**src/rtl/sr_ctrl_pkg.sv**
```systemverilog
// Shared encodings and helpers for the SR latch bank controllers.
// Command and FSM encodings live here so every bank controller decodes them identically.
package sr_ctrl_pkg;

    typedef enum logic [1:0] {
        CMD_READ    = 2'b00,
        CMD_SET     = 2'b01,
        CMD_RESET   = 2'b10,
        CMD_ILLEGAL = 2'b11
    } cmd_t;

    typedef enum logic [2:0] {
        ST_IDLE  = 3'd0,
        ST_SETUP = 3'd1,
        ST_PULSE = 3'd2,
        ST_HOLD  = 3'd3,
        ST_RESP  = 3'd4
    } state_t;

    // Accept-to-response latency: reads/errors answer next cycle, writes take WR_FIXED + pulse width.
    localparam int RESP_LAT_SHORT    = 1;
    localparam int RESP_LAT_WR_FIXED = 3;

    function automatic int unsigned rr_wrap(input int unsigned base,
                                            input int unsigned off,
                                            input int unsigned n);
        return (base + off) % n;
    endfunction

endpackage

```
**src/rtl/sr_latch_bank_ctrl_if.sv**
```systemverilog
// Requester command/response bus plus latch bank pins for the SR latch bank controller.
// The controller connects through the slave modport; the agents/bank side uses master.
interface sr_latch_bank_ctrl_if #(
    parameter int NREQ = 4,
    parameter int NLAT = 8,
    parameter int AW   = $clog2(NLAT)
);
    localparam int IW = (NREQ > 1) ? $clog2(NREQ) : 1;

    logic [NREQ-1:0]    req_valid;
    logic [NREQ-1:0]    req_ready;
    logic [2*NREQ-1:0]  req_cmd;
    logic [AW*NREQ-1:0] req_addr;

    logic               rsp_valid;
    logic [IW-1:0]      rsp_id;
    logic               rsp_q;
    logic               rsp_err;

    logic [NLAT-1:0]    lat_s;
    logic [NLAT-1:0]    lat_r;
    logic [NLAT-1:0]    lat_en;
    logic [NLAT-1:0]    lat_q;

    modport slave (
        input  req_valid, req_cmd, req_addr, lat_q,
        output req_ready, rsp_valid, rsp_id, rsp_q, rsp_err, lat_s, lat_r, lat_en
    );

    modport master (
        output req_valid, req_cmd, req_addr, lat_q,
        input  req_ready, rsp_valid, rsp_id, rsp_q, rsp_err, lat_s, lat_r, lat_en
    );
endinterface

```
**src/rtl/sr_rr_arbiter.sv**
```systemverilog
// Combinational round-robin arbiter: scans from ptr, first requester wins; no grant unless advance.
// The caller owns the pointer so it can decide when a grant actually commits.
module sr_rr_arbiter
    import sr_ctrl_pkg::*;
#(
    parameter int NREQ = 4,
    parameter int IW   = (NREQ > 1) ? $clog2(NREQ) : 1
) (
    input  logic [NREQ-1:0] req,
    input  logic [IW-1:0]   ptr,
    input  logic            advance,
    output logic [NREQ-1:0] gnt,
    output logic [IW-1:0]   gnt_idx,
    output logic            gnt_vld
);

    logic [IW-1:0] idx;

    always_comb begin
        gnt     = '0;
        gnt_idx = '0;
        gnt_vld = 1'b0;
        idx     = '0;
        if (advance) begin
            for (int i = 0; i < NREQ; i++) begin
                idx = IW'(rr_wrap(32'(ptr), unsigned'(i), NREQ));
                if (!gnt_vld && req[idx]) begin
                    gnt[idx] = 1'b1;
                    gnt_idx  = idx;
                    gnt_vld  = 1'b1;
                end
            end
        end
    end

endmodule

```
**src/rtl/sr_latch_bank_ctrl.sv**
```systemverilog
// Shares one bank of gated SR latches between NREQ agents: round-robin accept, sequenced
// setup/pulse/hold write with read-back verify, single-cycle read; s and r never both high.
module sr_latch_bank_ctrl
    import sr_ctrl_pkg::*;
#(
    parameter int NREQ      = 4,
    parameter int NLAT      = 8,
    parameter int AW        = $clog2(NLAT),
    parameter int PULSE_CYC = 2
) (
    input  logic               clk,
    input  logic               rst_n,
    sr_latch_bank_ctrl_if.slave bus
);

    localparam int IW = (NREQ > 1) ? $clog2(NREQ) : 1;

    function automatic logic [NLAT-1:0] lat_sel(input logic [AW-1:0] a);
        return {{(NLAT-1){1'b0}}, 1'b1} << a;
    endfunction

    state_t          state_q, state_d;
    logic [IW-1:0]   ptr_q, ptr_d;
    logic [IW-1:0]   id_q, id_d;
    logic [AW-1:0]   addr_q, addr_d;
    logic            is_set_q, is_set_d;
    logic [3:0]      cnt_q, cnt_d;
    logic            qv_q, qv_d;
    logic            err_q, err_d;

    logic [NREQ-1:0] gnt;
    logic [IW-1:0]   gnt_idx;
    logic            gnt_vld;
    logic            arb_en;

    cmd_t            win_cmd;
    logic [AW-1:0]   win_addr;
    logic            win_addr_ok;
    logic            win_q;
    logic            cur_q;
    logic [NLAT-1:0] cur_sel;
    logic            wr_phase;
    logic            rsp_vld;

    // No grants while reset is held, so req_ready is 0 throughout reset.
    assign arb_en = (state_q == ST_IDLE) && rst_n;

    sr_rr_arbiter #(.NREQ(NREQ), .IW(IW)) u_arb (
        .req     (bus.req_valid),
        .ptr     (ptr_q),
        .advance (arb_en),
        .gnt     (gnt),
        .gnt_idx (gnt_idx),
        .gnt_vld (gnt_vld)
    );

    assign bus.req_ready = gnt;

    always_comb begin
        state_d     = state_q;
        ptr_d       = ptr_q;
        id_d        = id_q;
        addr_d      = addr_q;
        is_set_d    = is_set_q;
        cnt_d       = cnt_q;
        qv_d        = qv_q;
        err_d       = err_q;
        win_cmd     = cmd_t'(bus.req_cmd[2*gnt_idx +: 2]);
        win_addr    = bus.req_addr[AW*gnt_idx +: AW];
        win_addr_ok = 32'(win_addr) < 32'(NLAT);
        win_q       = |(bus.lat_q & lat_sel(win_addr));
        cur_sel     = lat_sel(addr_q);
        cur_q       = |(bus.lat_q & cur_sel);

        case (state_q)
            ST_IDLE: begin
                if (gnt_vld) begin
                    ptr_d    = IW'(rr_wrap(32'(gnt_idx), 1, NREQ));
                    id_d     = gnt_idx;
                    addr_d   = win_addr;
                    is_set_d = (win_cmd == CMD_SET);
                    if (win_addr_ok && (win_cmd == CMD_SET || win_cmd == CMD_RESET)) begin
                        state_d = ST_SETUP;
                        qv_d    = 1'b0;
                        err_d   = 1'b0;
                    end else begin
                        state_d = ST_RESP;
                        qv_d    = (win_cmd == CMD_READ && win_addr_ok) ? win_q : 1'b0;
                        err_d   = !(win_cmd == CMD_READ && win_addr_ok);
                    end
                end
            end
            ST_SETUP: begin
                cnt_d   = 4'(PULSE_CYC - 1);
                state_d = ST_PULSE;
            end
            ST_PULSE: begin
                if (cnt_q == 4'd0) begin
                    state_d = ST_HOLD;
                end else begin
                    cnt_d = cnt_q - 4'd1;
                end
            end
            ST_HOLD: begin
                qv_d    = cur_q;
                err_d   = (cur_q != is_set_q);
                state_d = ST_RESP;
            end
            ST_RESP: begin
                state_d = ST_IDLE;
            end
            default: begin
                state_d = ST_IDLE;
            end
        endcase
    end

    // Pins decode from the registered state only; s and r come from one select, so they are exclusive.
    always_comb begin
        wr_phase      = (state_q == ST_SETUP) || (state_q == ST_PULSE) || (state_q == ST_HOLD);
        rsp_vld       = (state_q == ST_RESP);
        bus.lat_s     = (wr_phase &&  is_set_q) ? cur_sel : '0;
        bus.lat_r     = (wr_phase && !is_set_q) ? cur_sel : '0;
        bus.lat_en    = (state_q == ST_PULSE)   ? cur_sel : '0;
        bus.rsp_valid = rsp_vld;
        bus.rsp_id    = rsp_vld ? id_q : '0;
        bus.rsp_q     = rsp_vld & qv_q;
        bus.rsp_err   = rsp_vld & err_q;
    end

    always_ff @(posedge clk) begin
        if (!rst_n) begin
            state_q  <= ST_IDLE;
            ptr_q    <= '0;
            id_q     <= '0;
            addr_q   <= '0;
            is_set_q <= 1'b0;
            cnt_q    <= '0;
            qv_q     <= 1'b0;
            err_q    <= 1'b0;
        end else begin
            state_q  <= state_d;
            ptr_q    <= ptr_d;
            id_q     <= id_d;
            addr_q   <= addr_d;
            is_set_q <= is_set_d;
            cnt_q    <= cnt_d;
            qv_q     <= qv_d;
            err_q    <= err_d;
        end
    end

endmodule
```
**src/flat_wrapper.sv**
```systemverilog
// flat-port wrapper written by rule: the top's interface ports become plain ports
module sr_latch_bank_ctrl_flat import sr_ctrl_pkg::*;
#(
    parameter int NREQ      = 4,
    parameter int NLAT      = 8,
    parameter int AW        = $clog2(NLAT),
    parameter int PULSE_CYC = 2
)
  (clk, rst_n, bus_req_valid, bus_req_cmd, bus_req_addr, bus_lat_q, bus_req_ready, bus_rsp_valid, bus_rsp_id, bus_rsp_q, bus_rsp_err, bus_lat_s, bus_lat_r, bus_lat_en);
  sr_latch_bank_ctrl_if #(.NREQ(NREQ), .NLAT(NLAT), .AW(AW)) bus_i ();
  input  logic clk;
  input  logic rst_n;
  input wire logic [$bits(bus_i.req_valid)-1:0] bus_req_valid;
  input wire logic [$bits(bus_i.req_cmd)-1:0] bus_req_cmd;
  input wire logic [$bits(bus_i.req_addr)-1:0] bus_req_addr;
  input wire logic [$bits(bus_i.lat_q)-1:0] bus_lat_q;
  output wire logic [$bits(bus_i.req_ready)-1:0] bus_req_ready;
  output wire logic [$bits(bus_i.rsp_valid)-1:0] bus_rsp_valid;
  output wire logic [$bits(bus_i.rsp_id)-1:0] bus_rsp_id;
  output wire logic [$bits(bus_i.rsp_q)-1:0] bus_rsp_q;
  output wire logic [$bits(bus_i.rsp_err)-1:0] bus_rsp_err;
  output wire logic [$bits(bus_i.lat_s)-1:0] bus_lat_s;
  output wire logic [$bits(bus_i.lat_r)-1:0] bus_lat_r;
  output wire logic [$bits(bus_i.lat_en)-1:0] bus_lat_en;
  assign bus_i.req_valid = bus_req_valid;
  assign bus_i.req_cmd = bus_req_cmd;
  assign bus_i.req_addr = bus_req_addr;
  assign bus_i.lat_q = bus_lat_q;
  assign bus_req_ready = bus_i.req_ready;
  assign bus_rsp_valid = bus_i.rsp_valid;
  assign bus_rsp_id = bus_i.rsp_id;
  assign bus_rsp_q = bus_i.rsp_q;
  assign bus_rsp_err = bus_i.rsp_err;
  assign bus_lat_s = bus_i.lat_s;
  assign bus_lat_r = bus_i.lat_r;
  assign bus_lat_en = bus_i.lat_en;
  sr_latch_bank_ctrl #(.NREQ(NREQ), .NLAT(NLAT), .AW(AW), .PULSE_CYC(PULSE_CYC)) u_core (.clk(clk), .rst_n(rst_n), .bus(bus_i));
endmodule
```
**config.mk**
```make
export PLATFORM = sky130hd
export DESIGN_NAME = sr_latch_bank_ctrl_flat
export DESIGN_NICKNAME = d
export VERILOG_FILES = /design/src/rtl/sr_ctrl_pkg.sv /design/src/rtl/sr_latch_bank_ctrl_if.sv /design/src/rtl/sr_rr_arbiter.sv /design/src/rtl/sr_latch_bank_ctrl.sv /design/src/flat_wrapper.sv
export SDC_FILE = /design/constraint.sdc
export NUM_CORES = 1
export LEC_CHECK = 0
export BUFFER_PORTS_ARGS = -buffer_cell sky130_fd_sc_hd__buf_4
export CAP_MARGIN = 20
export CELL_PAD_IN_SITES_DETAIL_PLACEMENT = 0
export CELL_PAD_IN_SITES_GLOBAL_PLACEMENT = 1
export CORE_MARGIN = 1
export CORE_UTILIZATION = 32
export CTS_CLUSTER_DIAMETER = 50
export DETAILED_ROUTE_END_ITERATION = 8
export HOLD_SLACK_MARGIN = 0.15
export PLACE_DENSITY_LB_ADDON = 0.1
export RECOVER_POWER = 25
export SLEW_MARGIN = 20
export SYNTH_ARGS = -nofsm -noshare
export SYNTH_HDL_FRONTEND = slang
export SYNTH_SLANG_ARGS = --single-unit
```
**constraint.sdc**
```tcl
create_clock -name clk -period 3.35 [get_ports clk]
set_input_delay 0.67 -clock clk [delete_from_list [all_inputs] [get_ports clk]]
set_output_delay 0.67 -clock clk [all_outputs]
set_load 0.01 [all_outputs]
```
# Word level (Yosys, flattened, before mapping)
# Index checks and enable logic that the tools add are counted.
# classes
div_mod_pow	0
add_sub_neg	5
muxes	54
mul	1
reduce_logical	29
shift	4
n_eq_ne	10
n_lt_le_gt_ge	8
bitwise_logic	7
# ops
operator	count
$mux 4	9
$mux 8	3
$mux 1	21
$and 8x8->8	2
$reduce_or 8->1	2
$shl 1x3->8 const A	2
$lt 2x3->1 const B	4
$mux 2	6
$or 4x4->4	3
$pmux 3 s4	1
$shiftx 12x5->3	1
$logic_and 1x1->1	10
$mux 3	3
$bmux 1 s2	4
$demux 1 s2	4
$ge 2x1->1 const B	4
$pmux 4 s2	1
$reduce_and 2->1	4
$shiftx 8x4->2	1
$eq 3x2->1 const B	2
$logic_not 1->1	5
$add 2x1->2 const B	2
$add 2x2->2 const B	2
$logic_not 4->1	1
other kinds (15)	21
# totals
ramBits	0
memories	0
latch_bits	0
inputBits	34
out_inout_bits	33
wordCells	126
mem_bits_ro	0
regBits	17

# Logic depth before layout (Yosys ltp)
# depth
word_depth	25
depth_mapped	16
ltp_nobuf	14

# Hierarchy
# From an unflattened synthesis, not the netlist that was laid out.
# hier_totals
cells_unflattened	221
area_unflattened_um2	1830.5
# by_module_without_submodules
module	area_each_um2	cells_each	n_inst	seq_area_each_um2
sr_latch_bank_ctrl	1295.0	163	1	340.3
sr_rr_arbiter	535.5	58	1	0.0

# Worst setup path after synthesis
# Ideal clock, no wire load.
# synth_timing
path_kind	register to register
start	register u_core.ptr_q[1]
end	register u_core.qv_q
setup_time_ns	0.059
stages_incl_launch_ff	15
path_buffers	2
t_required_ns	3.291
t_arrival_ns	3.449
path_slack_ns	-0.157
period_less_slack_ns	3.507
path_cell_list	dfxtp_1 clkbuf_1 inv_1 ha_1 buf_6 mux4_2 nor2b_4 o21ai_2 a21oi_4 mux2_2 ha_1 nor2_1 nand4_1 a31oi_1 a31o_1
# synth_via
elab_chain_len	25
elab_cells_between_ends	46
classes_between	add/sub (3); mul (1); eq/ne (3); shift (3); mux (25); bitwise (1); reduce/logical (10)
# synth_rtl
item	line_no	rtl
start: declaration	sr_latch_bank_ctrl.sv:23	logic [IW-1:0] ptr_q, ptr_d;
start signal: assignment	sr_latch_bank_ctrl.sv:143	ptr_q <= ptr_d;
$bmux 1 s2	sr_rr_arbiter.sv:27	if (!gnt_vld && req[idx]) begin
$mux 1 (not written as such)	sr_rr_arbiter.sv:27	
$mux 1	sr_rr_arbiter.sv:27	
$mux 1	sr_rr_arbiter.sv:24	if (advance) begin
$logic_not 1->1	sr_rr_arbiter.sv:27	
$logic_and 1x1->1	sr_rr_arbiter.sv:27	
$mux 1	sr_rr_arbiter.sv:27	
$mux 1	sr_rr_arbiter.sv:24	
(+9 left out)	--	
$shiftx 12x5->3	sr_latch_bank_ctrl.sv:69	win_addr = bus.req_addr[AW*gnt_idx +: AW];
$shl 1x3->8	sr_latch_bank_ctrl.sv:19	return {{(NLAT-1){1'b0}}, 1'b1} << a;
$and 8x8->8	sr_latch_bank_ctrl.sv:71	win_q = |(bus.lat_q & lat_sel(win_addr));
$reduce_or 8->1	sr_latch_bank_ctrl.sv:71	
$mux 1	sr_latch_bank_ctrl.sv:88	qv_d = (win_cmd == CMD_READ && win_addr_ok) ? win_q : 1'b0;
$mux 1	sr_latch_bank_ctrl.sv:82	if (win_addr_ok && (win_cmd == CMD_SET || win_cmd == CMD_RESET)) begin
$mux 1	sr_latch_bank_ctrl.sv:77	if (gnt_vld) begin
$pmux 1 s2	sr_latch_bank_ctrl.sv:75	case (state_q)
end signal: assignment	sr_latch_bank_ctrl.sv:148	qv_q <= qv_d;
end: declaration	sr_latch_bank_ctrl.sv:28	logic qv_q, qv_d;
# Several ways; a longest one is shown, not always the timed one. The select of a mux whose other input is x is not followed.
# A chain may end at the register's enable or synchronous reset.

# Worst setup path after layout
# layout_timing
start	register u_core.ptr_q[1]
end	output bus_req_ready[1]
# layout_via
elab_chain_len	16
elab_cells_between_ends	54
classes_between	add/sub (3); order compare (8); mux (30); bitwise (3); reduce/logical (10)
# layout_rtl
item	line_no	rtl
branches (longest 14 deep; another with $lt 2x3->1)	--	
$mux 4 (*)	sr_rr_arbiter.sv:27	
$mux 4 (*)	sr_rr_arbiter.sv:24	
end: declaration	flat_wrapper.sv:17	output wire logic [$bits(bus_i.req_ready)-1:0] bus_req_ready;
# Mark *: on every way between the ends. The select of a mux whose other input is x is not followed.

==> reports/qor.yml <==
drt:
  wl_um: 5060
  drc: 0
  ant_nets: 0
  via_per_inst: 5.14
  first_pass_iters: 5
  wl_per_cell_um: 13.3
  num_vias: 1958
  drt_iter0_drc: 105
placed_design:
  io_buffers: 66
  dp_hpwl_um: 3860
  gp_congestion: 0.787
global_routing:
  antenna_found_initial: 0
  grt_overflow: 0
  grt_max_degree: 19
  grt_pass1_vias: 1848
  grt_use_total_pct: 16.7
  grt_pass1_wl_um: 8580
sta:
  tns_ns: 0
  fin_crit_sh_pct: 93.1
  slew_headroom_pct: 49.6
  tightest_slew_ns: 0.755
  finalSetupViolations: 0
  holdWs_ns: 0.459
  fmax_ghz: 0.321
  hold_viol: 0
  drv_slew: 0
  finClkSkew_ns: 0.00205
  fin_crit_ns: 3.12
  rsz0062_at_grt: "false"
clock_tree:
  clk_path_buf_depth: 2
  numCtsBuffers: 3
  clk_pin_slew_ns: 0.07
  cts_tree: "yes"
  hold_buffers: 0
  worst_skew_pair.late_latency_ns: 0.25
  htreeDepth: 1
  root_buffer: "clkbuf_8"
  clock-sinks: 17
logic_synthesis:
  ys.flop_type: "dfxtp_1"
  syn_area_um2: 1900
  yosysWarnings: 0
  syn-num-nets: 293
  netlist_instances: 246
  ys_types: 57
  yosysSeqAreaShare_pct: 17.9
  synth-edff-count: 0
  async_flop_share_pct: 0
  avgSynthCellArea_um2: 7.72
  synth_seq_cells: 17
critical_path:
  cp_slowest_cell: "mux4_2"
  path_class: "reg2out"
  crit_buf_inv: 3
  slowest_delay_ns: 0.58
  critPathTopFamily: "multiplexers"
  path_cells: "inv_1 -> ha_4 -> mux4_2 -> buf_4 -> a22oi_1 -> nor2_1 -> a221oi_1 -> nor2_1 -> buf_4"
  reg2reg_depth: 12
  cp.arrival_ns: 2.45
  reg2reg_from: "u_core.ptr_q[1]"
  cp-start-kind: "flip-flop"
  worstPathRequired_ns: 2.68
  rr_endpoint: "u_core.qv_q"
  end_kind: "output port"
  reg2reg_slack_ns: 0.24
  cp_max_fo: 7
layout:
  drive_gt1_share_pct: 31.7
  final-seq-area_um2: 343
  antenna_cells: 0
  fin_nets: 357
  fill_cells: 618
  multiInputGateArea_um2: 1440
  syn_to_final_growth_pct: 32.5
  layout_common_cells: "buf_4, nor2_1, nand2_1"
  final_common_cell: "buf_4"
worst_hold_path:
  holdPathStages: 2
  hold_end: "u_core.id_q[1]"
  hold_path.class: "reg2reg"
  min-delay-start: "u_core.id_q[1]"
floorplanning:
  ioPinCount: 67
  initial_utilization_pct: 33.8
  die_x_um: 79.0
  rows: 27
  coreArea_um2: 5610
  chipHeight_um: 79.0
  dieArea_um2: 6240
power:
  power.density_nw_per_um2: 752
  p_leak_nw: 1.12
  max-vdd-ir-drop_mv: 0.381
run_status:
  status: "finished, final reports clean"
run:
  drv_cap: 0
==> worst reg2reg max path: cells and delay by family, from the launching register on <==
kind / cells / cell delay, ns
adders and majority gates: 2 / 0.65
AOI/OAI and AO/OA: 4 / 0.63
DFF: 1 / 0.32
muxes: 2 / 0.96
buffers and inverters: 1 / 0.09
and+or+nand+nor: 3 / 0.41
==> Yosys cell counts (2+ instances only) <==
| master | count | share of area, % |
|---|---|---|
| dfxtp_1 | 17 | 18 |
| nor3_1 | 3 | 0.79 |
| o22ai_1 | 2 | 0.66 |
| inv_1 | 10 | 2.0 |
| mux2i_1 | 16 | 8.4 |
| buf_6 | 2 | 1.2 |
| and2_1 | 2 | 0.66 |
| nand2b_1 | 6 | 2.0 |
| o21ai_0 | 3 | 0.79 |
| mux2_2 | 4 | 2.4 |
| nor2_1 | 48 | 9.5 |
| a21oi_1 | 9 | 2.4 |
| nor2b_1 | 2 | 0.66 |
| ha_1 | 13 | 8.6 |
| nand2_1 | 18 | 3.6 |
| xor2_1 | 2 | 0.92 |
| buf_4 | 2 | 0.79 |
| nand3_1 | 8 | 2.1 |
| mux4_2 | 2 | 2.4 |
| buf_2 | 4 | 1.1 |
| nand3b_1 | 9 | 3.6 |
| a22oi_1 | 5 | 2.0 |
| a221oi_1 | 4 | 1.8 |
| or3_1 | 3 | 0.99 |
| or3b_2 | 2 | 0.92 |
| o21bai_1 | 2 | 0.79 |
| xnor2_1 | 4 | 1.8 |
| clkbuf_1 | 10 | 2.0 |
| and3_1 | 4 | 1.3 |
| a31oi_1 | 3 | 0.99 |
==> what timing repair did <==
action | CTS | global route
setup buffers | 0 | 2
resized for setup | 0 | 3
endpoints found under the setup margin | 0 | 3
hold endpoints to repair | 0 | 0
==> per-stage QoR <==
step	utilization, %	area, µm²	power (W)	instances	setup WS (ns)
after floorplan	-	1910	0.00138	246	0.0294
after global placement	43.9	2460	0.00172	375	0.193
after detailed placement	43.9	2460	0.00171	375	0.0686
after CTS	44.7	2510	0.00188	379	0.0467
after global routing	44.8	2510	0.00210	381	0.00429
final	44.8	2510	0.00189	381	0.232
==> logic make-up (layout without fill, tap and decap cells) <==
| group | count (synthesis) | count (layout) | share of synthesized area [%] |
|---|---|---|---|
| fa+ha+maj | 13 | 13 | 8.57 |
| flops | 17 | 17 | 17.9 |
| simple gates | 112 | 112 | 29.4 |
| buf+inv | 29 | 92 | 7.19 |
| compound gates | 45 | 45 | 19.1 |
| mux | 24 | 24 | 15.1 |
| xor+xnor | 6 | 6 | 2.77 |
==> how the worst max path moves through the flow <==
stage | from | endpoint | slack [ns] | cells after the start
3_5_place_dp | u_core.ptr_q[1] | u_core.qv_q | 0.07 | 13
5_1_grt | u_core.ptr_q[1] | u_core.qv_q | 0.004 | 14
6_report | u_core.ptr_q[1] | bus_req_ready[1] | 0.23 | 9
2_1_floorplan | u_core.ptr_q[1] | u_core.qv_q | 0.03 | 14
3_3_place_gp | bus_req_valid[0] | u_core.qv_q | 0.19 | 12
4_1_cts | u_core.ptr_q[1] | u_core.qv_q | 0.05 | 13
==> power by group <==
part	switching, W	total, W	internal (W)
logic	0.000723	0.00134	0.000620
registers	0.000109	0.000393	0.000284
clock network	0.0000705	0.000155	0.0000843
total	0.000903	0.00189	0.000988
==> state kept, by name, summed over array words and instances (netlist names) <==
register         count
u_core.qv_q          1
u_core.err_q         1
u_core.ptr_q         2
u_core.id_q          2
u_core.cnt_q         4
u_core.addr_q        3
u_core.state_q       3
u_core.is_set_q      1
==> area by class of cell <==
cell class | instances | area share (%)
Timing Repair Buffer | 78 | 22.4
Multi-Input combinational cell | 200 | 57.1
Inverter | 10 | 1.49
Tap cell | 72 | 3.58
Sequential cell | 17 | 13.6
Clock buffer | 4 | 1.79
==> per-layer routing <==
metal | vias to the layer above | global-route usage [%] | share of wire [%]
li1 | 991 | - | -
met1 | 893 | 24.7 | 51
met2 | 70 | 25.7 | 42
met3 | 4 | 2.76 | 6.8
met4 | 0 | 2.36 | 0.34
met5 | - | 0 | 0
Power figures use the tool's default switching activity.
